<file path="src/rtl/sbox_bram_reader_if.sv">
// Bundle between the S-box BRAM read initiator and its neighbours: request
// side, BRAM ports A/B, and result side.
interface sbox_bram_reader_if #(
  parameter int unsigned AW    = 10,
  parameter int unsigned DW    = 8,
  parameter int unsigned TAG_W = 4
);
  logic             in_valid;
  logic             in_ready;
  logic [AW-1:0]    in_addr_a;
  logic [AW-1:0]    in_addr_b;
  logic [TAG_W-1:0] in_tag;
  logic [AW-1:0]    bram_addra;
  logic [AW-1:0]    bram_addrb;
  logic             bram_en;
  logic             bram_rst;
  logic [DW-1:0]    bram_doa;
  logic [DW-1:0]    bram_dob;
  logic             out_valid;
  logic             out_ready;
  logic [DW-1:0]    out_a;
  logic [DW-1:0]    out_b;
  logic [TAG_W-1:0] out_tag;

  modport master (
    input  in_valid, in_addr_a, in_addr_b, in_tag, bram_doa, bram_dob, out_ready,
    output in_ready, bram_addra, bram_addrb, bram_en, bram_rst,
           out_valid, out_a, out_b, out_tag
  );

  modport slave (
    output in_valid, in_addr_a, in_addr_b, in_tag, bram_doa, bram_dob, out_ready,
    input  in_ready, bram_addra, bram_addrb, bram_en, bram_rst,
           out_valid, out_a, out_b, out_tag
  );
endinterface

</file>
<file path="src/rtl/sbox_bram_reader.sv">
// Dual-port S-box BRAM read initiator: 2-edge latency valid pipeline feeding a
// credit-protected FWFT result FIFO. Optional counters: SBOX_BRAM_READER_STATS_EN.
module sbox_bram_reader #(
  parameter int unsigned AW    = 10,
  parameter int unsigned DW    = 8,
  parameter int unsigned TAG_W = 4,
  parameter int unsigned DEPTH = 4
) (
  input  logic               clk,
  input  logic               rst,
  sbox_bram_reader_if.master bus
`ifdef SBOX_BRAM_READER_STATS_EN
  ,
  output logic [31:0]        stat_lookups,
  output logic [31:0]        stat_stalls
`endif
);
  localparam int unsigned PW = (DEPTH > 1) ? $clog2(DEPTH) : 1;
  localparam int unsigned OW = $clog2(DEPTH + 1);
  localparam int unsigned CW = OW + 1;

  typedef struct packed {
    logic [TAG_W-1:0] tag;
    logic [DW-1:0]    b;
    logic [DW-1:0]    a;
  } entry_t;

  logic             r_v1;
  logic             r_v2;
  logic [TAG_W-1:0] r_t1;
  logic [TAG_W-1:0] r_t2;
  logic [PW-1:0]    r_wr_ptr;
  logic [PW-1:0]    r_rd_ptr;
  logic [OW-1:0]    r_occ;
  entry_t           r_mem [DEPTH];

  logic             w_in_ready;
  logic             w_accept;
  logic             w_empty;
  logic             w_push;
  logic             w_pop;
  logic [PW-1:0]    w_wr_nxt;
  logic [PW-1:0]    w_rd_nxt;
  entry_t           w_head;

  // Credit covers buffered entries plus both in-flight pipeline stages
  assign w_in_ready = rst && ((CW'(r_occ) + CW'(r_v1) + CW'(r_v2)) < CW'(DEPTH));
  assign w_accept   = bus.in_valid && w_in_ready;
  assign w_empty    = (r_occ == '0);
  assign w_push     = r_v2;
  assign w_pop      = bus.out_ready && !w_empty;
  assign w_wr_nxt   = (r_wr_ptr == PW'(DEPTH - 1)) ? '0 : r_wr_ptr + PW'(1);
  assign w_rd_nxt   = (r_rd_ptr == PW'(DEPTH - 1)) ? '0 : r_rd_ptr + PW'(1);
  assign w_head     = r_mem[r_rd_ptr];

  assign bus.in_ready   = w_in_ready;
  assign bus.bram_addra = rst ? bus.in_addr_a : '0;
  assign bus.bram_addrb = rst ? bus.in_addr_b : '0;
  assign bus.bram_en    = w_accept || r_v1;
  assign bus.bram_rst   = 1'b0;
  assign bus.out_valid  = !w_empty;
  assign bus.out_a      = w_empty ? '0 : w_head.a;
  assign bus.out_b      = w_empty ? '0 : w_head.b;
  assign bus.out_tag    = w_empty ? '0 : w_head.tag;

  // Latency pipeline and FIFO bookkeeping
  always_ff @(posedge clk or negedge rst) begin
    if (!rst) begin
      r_v1     <= 1'b0;
      r_v2     <= 1'b0;
      r_t1     <= '0;
      r_t2     <= '0;
      r_wr_ptr <= '0;
      r_rd_ptr <= '0;
      r_occ    <= '0;
    end else begin
      r_v1 <= w_accept;
      r_v2 <= r_v1;
      if (w_accept) r_t1 <= bus.in_tag;
      if (r_v1)     r_t2 <= r_t1;
      if (w_push)   r_wr_ptr <= w_wr_nxt;
      if (w_pop)    r_rd_ptr <= w_rd_nxt;
      if (w_push && !w_pop)      r_occ <= r_occ + OW'(1);
      else if (!w_push && w_pop) r_occ <= r_occ - OW'(1);
    end
  end

  // Storage needs no reset: entries are only visible while counted in r_occ
  always_ff @(posedge clk) begin
    if (w_push) r_mem[r_wr_ptr] <= '{tag: r_t2, b: bus.bram_dob, a: bus.bram_doa};
  end

`ifdef SBOX_BRAM_READER_STATS_EN
  always_ff @(posedge clk or negedge rst) begin
    if (!rst) begin
      stat_lookups <= '0;
      stat_stalls  <= '0;
    end else begin
      if (w_accept)                    stat_lookups <= stat_lookups + 32'd1;
      if (bus.in_valid && !w_in_ready) stat_stalls  <= stat_stalls + 32'd1;
    end
  end
`endif

endmodule

</file>
<file path="src/flat_wrapper.sv">
// flat-port wrapper written by rule: the top's interface ports become plain ports
module sbox_bram_reader_flat 
#(
  parameter int unsigned AW    = 10,
  parameter int unsigned DW    = 8,
  parameter int unsigned TAG_W = 4,
  parameter int unsigned DEPTH = 4
)
  (clk, rst, bus_in_valid, bus_in_addr_a, bus_in_addr_b, bus_in_tag, bus_bram_doa, bus_bram_dob, bus_out_ready, bus_in_ready, bus_bram_addra, bus_bram_addrb, bus_bram_en, bus_bram_rst, bus_out_valid, bus_out_a, bus_out_b, bus_out_tag);
  sbox_bram_reader_if #(.AW(AW), .DW(DW), .TAG_W(TAG_W)) bus_i ();
  input  logic clk;
  input  logic rst;
  input wire logic [$bits(bus_i.in_valid)-1:0] bus_in_valid;
  input wire logic [$bits(bus_i.in_addr_a)-1:0] bus_in_addr_a;
  input wire logic [$bits(bus_i.in_addr_b)-1:0] bus_in_addr_b;
  input wire logic [$bits(bus_i.in_tag)-1:0] bus_in_tag;
  input wire logic [$bits(bus_i.bram_doa)-1:0] bus_bram_doa;
  input wire logic [$bits(bus_i.bram_dob)-1:0] bus_bram_dob;
  input wire logic [$bits(bus_i.out_ready)-1:0] bus_out_ready;
  output wire logic [$bits(bus_i.in_ready)-1:0] bus_in_ready;
  output wire logic [$bits(bus_i.bram_addra)-1:0] bus_bram_addra;
  output wire logic [$bits(bus_i.bram_addrb)-1:0] bus_bram_addrb;
  output wire logic [$bits(bus_i.bram_en)-1:0] bus_bram_en;
  output wire logic [$bits(bus_i.bram_rst)-1:0] bus_bram_rst;
  output wire logic [$bits(bus_i.out_valid)-1:0] bus_out_valid;
  output wire logic [$bits(bus_i.out_a)-1:0] bus_out_a;
  output wire logic [$bits(bus_i.out_b)-1:0] bus_out_b;
  output wire logic [$bits(bus_i.out_tag)-1:0] bus_out_tag;
  assign bus_i.in_valid = bus_in_valid;
  assign bus_i.in_addr_a = bus_in_addr_a;
  assign bus_i.in_addr_b = bus_in_addr_b;
  assign bus_i.in_tag = bus_in_tag;
  assign bus_i.bram_doa = bus_bram_doa;
  assign bus_i.bram_dob = bus_bram_dob;
  assign bus_i.out_ready = bus_out_ready;
  assign bus_in_ready = bus_i.in_ready;
  assign bus_bram_addra = bus_i.bram_addra;
  assign bus_bram_addrb = bus_i.bram_addrb;
  assign bus_bram_en = bus_i.bram_en;
  assign bus_bram_rst = bus_i.bram_rst;
  assign bus_out_valid = bus_i.out_valid;
  assign bus_out_a = bus_i.out_a;
  assign bus_out_b = bus_i.out_b;
  assign bus_out_tag = bus_i.out_tag;
  sbox_bram_reader #(.AW(AW), .DW(DW), .TAG_W(TAG_W), .DEPTH(DEPTH)) u_core (.clk(clk), .rst(rst), .bus(bus_i));
endmodule
</file>
<file path="config.mk">
export PLATFORM = sky130hd
export DESIGN_NAME = sbox_bram_reader_flat
export DESIGN_NICKNAME = d
export VERILOG_FILES = /design/src/rtl/sbox_bram_reader_if.sv /design/src/rtl/sbox_bram_reader.sv /design/src/flat_wrapper.sv
export SDC_FILE = /design/constraint.sdc
export NUM_CORES = 1
export LEC_CHECK = 0
export ABC_AREA = 0
export CORE_MARGIN = 1
export CORE_UTILIZATION = 45
export CTS_BUF_LIST = sky130_fd_sc_hd__clkbuf_4
export DETAILED_ROUTE_END_ITERATION = 16
export DONT_BUFFER_PORTS = 1
export GPL_TIMING_DRIVEN = 0
export PLACE_DENSITY = 0.67
export SLEW_MARGIN = 20
export SYNTH_ARGS = -nofsm -noshare
export SYNTH_HDL_FRONTEND = slang
export SYNTH_SLANG_ARGS = --single-unit
</file>
<file path="constraint.sdc">
create_clock -name clk -period 2.8 [get_ports clk]
set_input_delay 0.42 -clock clk [delete_from_list [all_inputs] [get_ports clk]]
set_output_delay 0.42 -clock clk [all_outputs]
set_load 0.01 [all_outputs]
</file>
== Word-level counts from Yosys, hierarchy flattened ==
Memory sizes are Yosys's and may differ from the RTL's.
Index checks and enable logic that the tools add are counted.
Storage, ports and cells
  word-level logic and storage cells: 39
  memories kept: 1
  input port bits: 44
  output and inout port bits: 44
  memory bits (writable): 80
  register bits after elaboration: 17
Operators by class
  multiplexer cells: 11
  eq/ne operators: 2
  $lt $le $gt $ge: 1
  reductions and logical operators: 11
  add/sub/neg operators: 6
Memories
  u_core.r_mem: words 4, width 20, rd ports 1, clocked after memory_dff 0, wr ports 1, line sbox_bram_reader.sv:35  | entry_t r_mem [DEPTH];
Operator list (count)
  10-bit 2-to-1 mux: 2
  8-bit 2-to-1 mux: 2
  3-bit 2-to-1 mux: 2
  1-bit logical AND: 5
  2-bit by 1-bit adder with 2-bit output (second input constant): 2
  3-bit by 1-bit adder with 4-bit output: 1
  4-bit by 1-bit adder with 4-bit output: 1
  2-bit == test (second input constant): 2
  4-bit by 3-bit less-than comparator with 1-bit output (second input constant): 1
  2-bit 2-to-1 mux: 2
  4-bit 2-to-1 mux: 1
  3-bit by 1-bit adder with 3-bit output (second input constant): 1
  1-bit zero test: 3
  3-bit zero test: 1
  3-bit by 1-bit subtractor with 3-bit output (second input constant): 1
  1-bit 2-to-1 mux: 2
  2-bit nonzero test: 1
  1-bit logical OR: 1

== Logic depth before layout (Yosys ltp) ==
  depth after elaboration: 6
  gate-level depth with buffers: 8

== Worst setup path before layout ==
OpenSTA, ideal clock, no wires.
  path kind: reg2reg
  start point: reg u_core.r_occ[1]
  end point: reg u_core.r_occ[2]
  arrival time: 1925 ps
  clock period less this slack: 2004 ps
  path slack: 796 ps
  path buffers: 0
  setup time: 79 ps
  stages on the path, launching flop included: 9
  path through: dfrtp_1 -> or3_1 -> nand2_1 -> ha_1 -> inv_1 -> fa_1 -> xor2_1 -> nor2_1 -> xor2_1
On the way
  longest elaborated chain between the ends: 6
  elaborated cells on any way between the ends: 11
  those cells by class: add/sub: 2; mux: 2; reduce/logical: 7
RTL lines
  start, declared: line sbox_bram_reader.sv:34  | logic [OW-1:0] r_occ;
  start signal, assigned: line sbox_bram_reader.sv:83  | if (w_push && !w_pop) r_occ <= r_occ + OW'(1);
  start signal, assigned: line sbox_bram_reader.sv:84  | else if (!w_push && w_pop) r_occ <= r_occ - OW'(1);
  parallel branches: the longest is 6 deep, another holds 3-bit by 1-bit subtractor with 3-bit output
Parallel ways; which one is timed is not known. The select of a mux whose other input is x is not followed.
A chain may end at the register's enable or synchronous reset.

== Worst setup path after layout ==
  start point: reg u_core.r_v2
  end point: out bus_bram_en
On the way
  longest elaborated chain between the ends: 5
RTL lines
  start, declared: line sbox_bram_reader.sv:29  | logic r_v2;
  start signal, assigned: line sbox_bram_reader.sv:78  | r_v2 <= r_v1;
  4-bit by 1-bit adder with 4-bit output: line sbox_bram_reader.sv:47  | assign w_in_ready = rst && ((CW'(r_occ) + CW'(r_v1) + CW'(r_v2)) < CW'(DEPTH));
  4-bit by 3-bit less-than comparator with 1-bit output: line sbox_bram_reader.sv:47
  1-bit logical AND: line sbox_bram_reader.sv:47
  1-bit logical AND: line sbox_bram_reader.sv:48  | assign w_accept = bus.in_valid && w_in_ready;
  1-bit logical OR: line sbox_bram_reader.sv:59  | assign bus.bram_en = w_accept || r_v1;
  end, declared: line flat_wrapper.sv:23  | output wire logic [$bits(bus_i.bram_en)-1:0] bus_bram_en;
No other way between the ends.

==> impl_metrics.tcl <==
set metrics [dict create \
    power.total_mw 3.86 \
    critPathCaptureType "output port" \
    maxCapViolations 0 \
    cp.arrival_ns 2.00 \
    cts_made_buffers 9 \
    synth_compound_area_frac 0.0101 \
    fillers 674 \
    synth_area_um2 3980 \
    ys_top_cells_by_area "edfxtp_1 60%, mux4_2 11%, dfrtp_1 11%" \
    cts_num_sinks 97 \
    grt_pass1_vias 1832 \
    setup_violations 0 \
    crit_buf_inv 0 \
    slew_viol_final 0 \
    skew_ns 0.0177 \
    root_buffer "clkbuf_4" \
    rsz0062_at_grt "no" \
    tightest_slew_ns 1.11 \
    first_iter_violations 64 \
    path_class "reg2out" \
    clkTransAtPathRegs_ns 0.16 \
    grt_usage 0.153 \
    dp.cells 317 \
    ant_nets 0 \
    hp-start "bus_bram_doa[7]" \
    syn_inst 212 \
    start_util 0.475 \
    place_area_um2 4110 \
    boundaryPins 88 \
    synth_edf_count 80 \
    yosys_warnings 0 \
    r2r_slack_ns 0.56 \
    yosysUniqueCellTypes 24 \
    fin_cells 334 \
    p_int_mw 2.68 \
    pwr-share-comb 0.302 \
    cp.required_ns 2.38 \
    max_slew_margin 0.262 \
    fin_area_um2 4270 \
    die_h_um 96.0 \
    fmax_mhz 414 \
    rr_worst_depth 8 \
    seq_area_frac_synth 0.710 \
    layout_commonest_cell "edfxtp_1" \
    cellPowerDensity_nw_per_um2 904 \
    dp_hpwl_mm 4.05 \
    path_delay_family "compound AO/OA/AOI/OAI gates" \
    crit_path_top_delay_cell "dfrtp_1" \
    core.rowCount 33 \
    fp.coreArea_um2 8380 \
    p_seq_frac 0.506 \
    r2r-end "u_core.r_occ[2]" \
    synth.net_count 264 \
    crit_chain "ha_1 > a21o_1 > a211o_4 > or2b_2" \
    final_cell_mix "80 x edfxtp_1, 42 x and2_1, 20 x mux4_2, 17 x dfrtp_1, 10 x clkbuf_4" \
    n_antenna_cell 0 \
    hold_violations 0 \
    max_stage_delay_ns 0.50 \
    yosys.area.top_type_share 0.604 \
    tritoncts "done" \
    gp_congestion 0.730 \
    dieWidth_um 96.0 \
    rr_startpoint "u_core.r_occ[1]" \
    portBuffers 0 \
    die_area_um2 9220 \
    synthMuxAreaShare 0.148 \
    start_kind "flip-flop" \
    cts-htree-levels 3 \
    hold_class "in2reg" \
    wl_mm 6.38 \
    grt_overflow_total 0 \
    routedWlPerCell_um 19.1 \
    clkPwrFrac 0.192 \
    syn_to_final_growth_pct 7.20 \
    min_period_over_period 0.863 \
    fin_crit_ns 2.42 \
    clkLatencyLatePin_ns 0.44 \
    cp_max_fo 10 \
    async_flop_share 0.175 \
    synth_xor_area_frac 0.00660 \
    vias 1827 \
    drc_errors 0 \
    firstDrtPassIters 4 \
    leakagePower_nw 1.48 \
    clk_path_buf_depth 2 \
    synth_fa_ha_area_frac 0.0270 \
    drive_gt1_frac 0.236 \
    swShare 0.307 \
    synth_top_cell_by_area "edfxtp_1" \
    switching_power_mw 1.18 \
    syn_area_per_cell_um2 18.8 \
    synth_top_family_by_area "multiplexers" \
    holdPathStages 0 \
    nets 276 \
    synthSimpleGateAreaFrac 0.0805 \
    ir_drop_mv 0.400 \
    grt_max_degree 21 \
    routed_via_density 5.47 \
    ys.flop_type "edfxtp_1" \
    worstHoldEndpoint "u_core.r_mem[0][7]" \
    grt_pass1_wl_mm 9.61 \
    setup_tns_ns 0 \
    synth-seq-cells 97 \
    antenna_found_initial 0 \
    outcome "completed" \
]
-- Yosys cell counts, types with 2 or more instances --
| cell | n |
|---|---|
| buf_4 | 3 |
| mux2_2 | 7 |
| inv_1 | 5 |
| nand2_1 | 3 |
| ha_1 | 7 |
| and2_1 | 44 |
| o21ai_0 | 2 |
| dfrtp_1 | 17 |
| mux2_4 | 4 |
| xor2_1 | 2 |
| edfxtp_1 | 80 |
| nor2_1 | 3 |
| mux4_2 | 20 |
| clkbuf_1 | 5 |
-- power by group through the flow --
stage | clock [mW] | combinational (mW) | sequential (mW)
floorplan | 0 | 0.997 | 1.94
global placement | 0 | 1.18 | 1.98
detailed placement | 0 | 1.19 | 1.99
CTS | 0.754 | 1.20 | 1.96
global route | 0.811 | 1.29 | 1.98
finish | 0.741 | 1.16 | 1.95
-- area by class of cell --
type                            instances  area, um2  area share
Clock buffer                           10       75.1      0.0176
Timing Repair Buffer                    1       10.0     0.00235
Multi-Input combinational cell        101       1090       0.255
Clock inverter                          6       67.6      0.0158
Sequential cell                        97       2830       0.663
Tap cell                              105        131      0.0308
Buffer                                  9       46.3      0.0109
Inverter                                5       18.8     0.00440
-- flip-flops by register name (all words and copies together) (netlist names) --
register         flops
u_core.r_v2          1
u_core.r_rd_ptr      2
u_core.r_v1          1
u_core.r_t2          4
u_core.r_wr_ptr      2
u_core.r_mem        80
u_core.r_occ         3
u_core.r_t1          4
-- cell families after synthesis --
kind of cell	Yosys count
flip-flops	97
AND/OR/NAND/NOR	53
multiplexers	31
buffers and inverters	14
adder cells (fa/ha/maj)	8
AO/OA/AOI/OAI	5
XOR/XNOR	3
other	1
-- per-layer routing --
metal,track usage,up-vias,share of wire
met5,0,-,0
met2,0.247,78,0.49
met3,0.0371,11,0.061
met4,0.0896,0,0.022
li1,-,816,-
met1,0.188,922,0.42
-- how the worst max path moves through the flow --
stage	endpoint	slack, ns	start	cells past startpoint
global route	bus_out_b[5]	0.26	u_core.r_rd_ptr[1]	3
CTS	bus_out_tag[1]	0.33	u_core.r_rd_ptr[0]	3
finish	bus_bram_en	0.38	u_core.r_v2	4
global placement	u_core.r_occ[2]	0.59	u_core.r_occ[1]	8
floorplan	u_core.r_occ[2]	0.80	u_core.r_occ[1]	8
detailed placement	u_core.r_occ[2]	0.59	u_core.r_occ[1]	8
-- through the flow --
step	utilization	worst slack [ns]	hold WS, ns
final	0.509	0.383	0.0620
after global routing	0.509	0.256	0.0138
after CTS	0.509	0.328	0.0347
after detailed placement	0.491	0.594	0.125
after global placement	0.491	0.588	0.125
after floorplan	-	0.796	0.124
-- what timing repair did --
action                                 CTS  global route
buffers inserted                         0             0
endpoints found under the hold margin   17             0
hold buffers                             1             0
resized for setup                        0             0
Note: power is estimated with default switching activity, not from simulation.
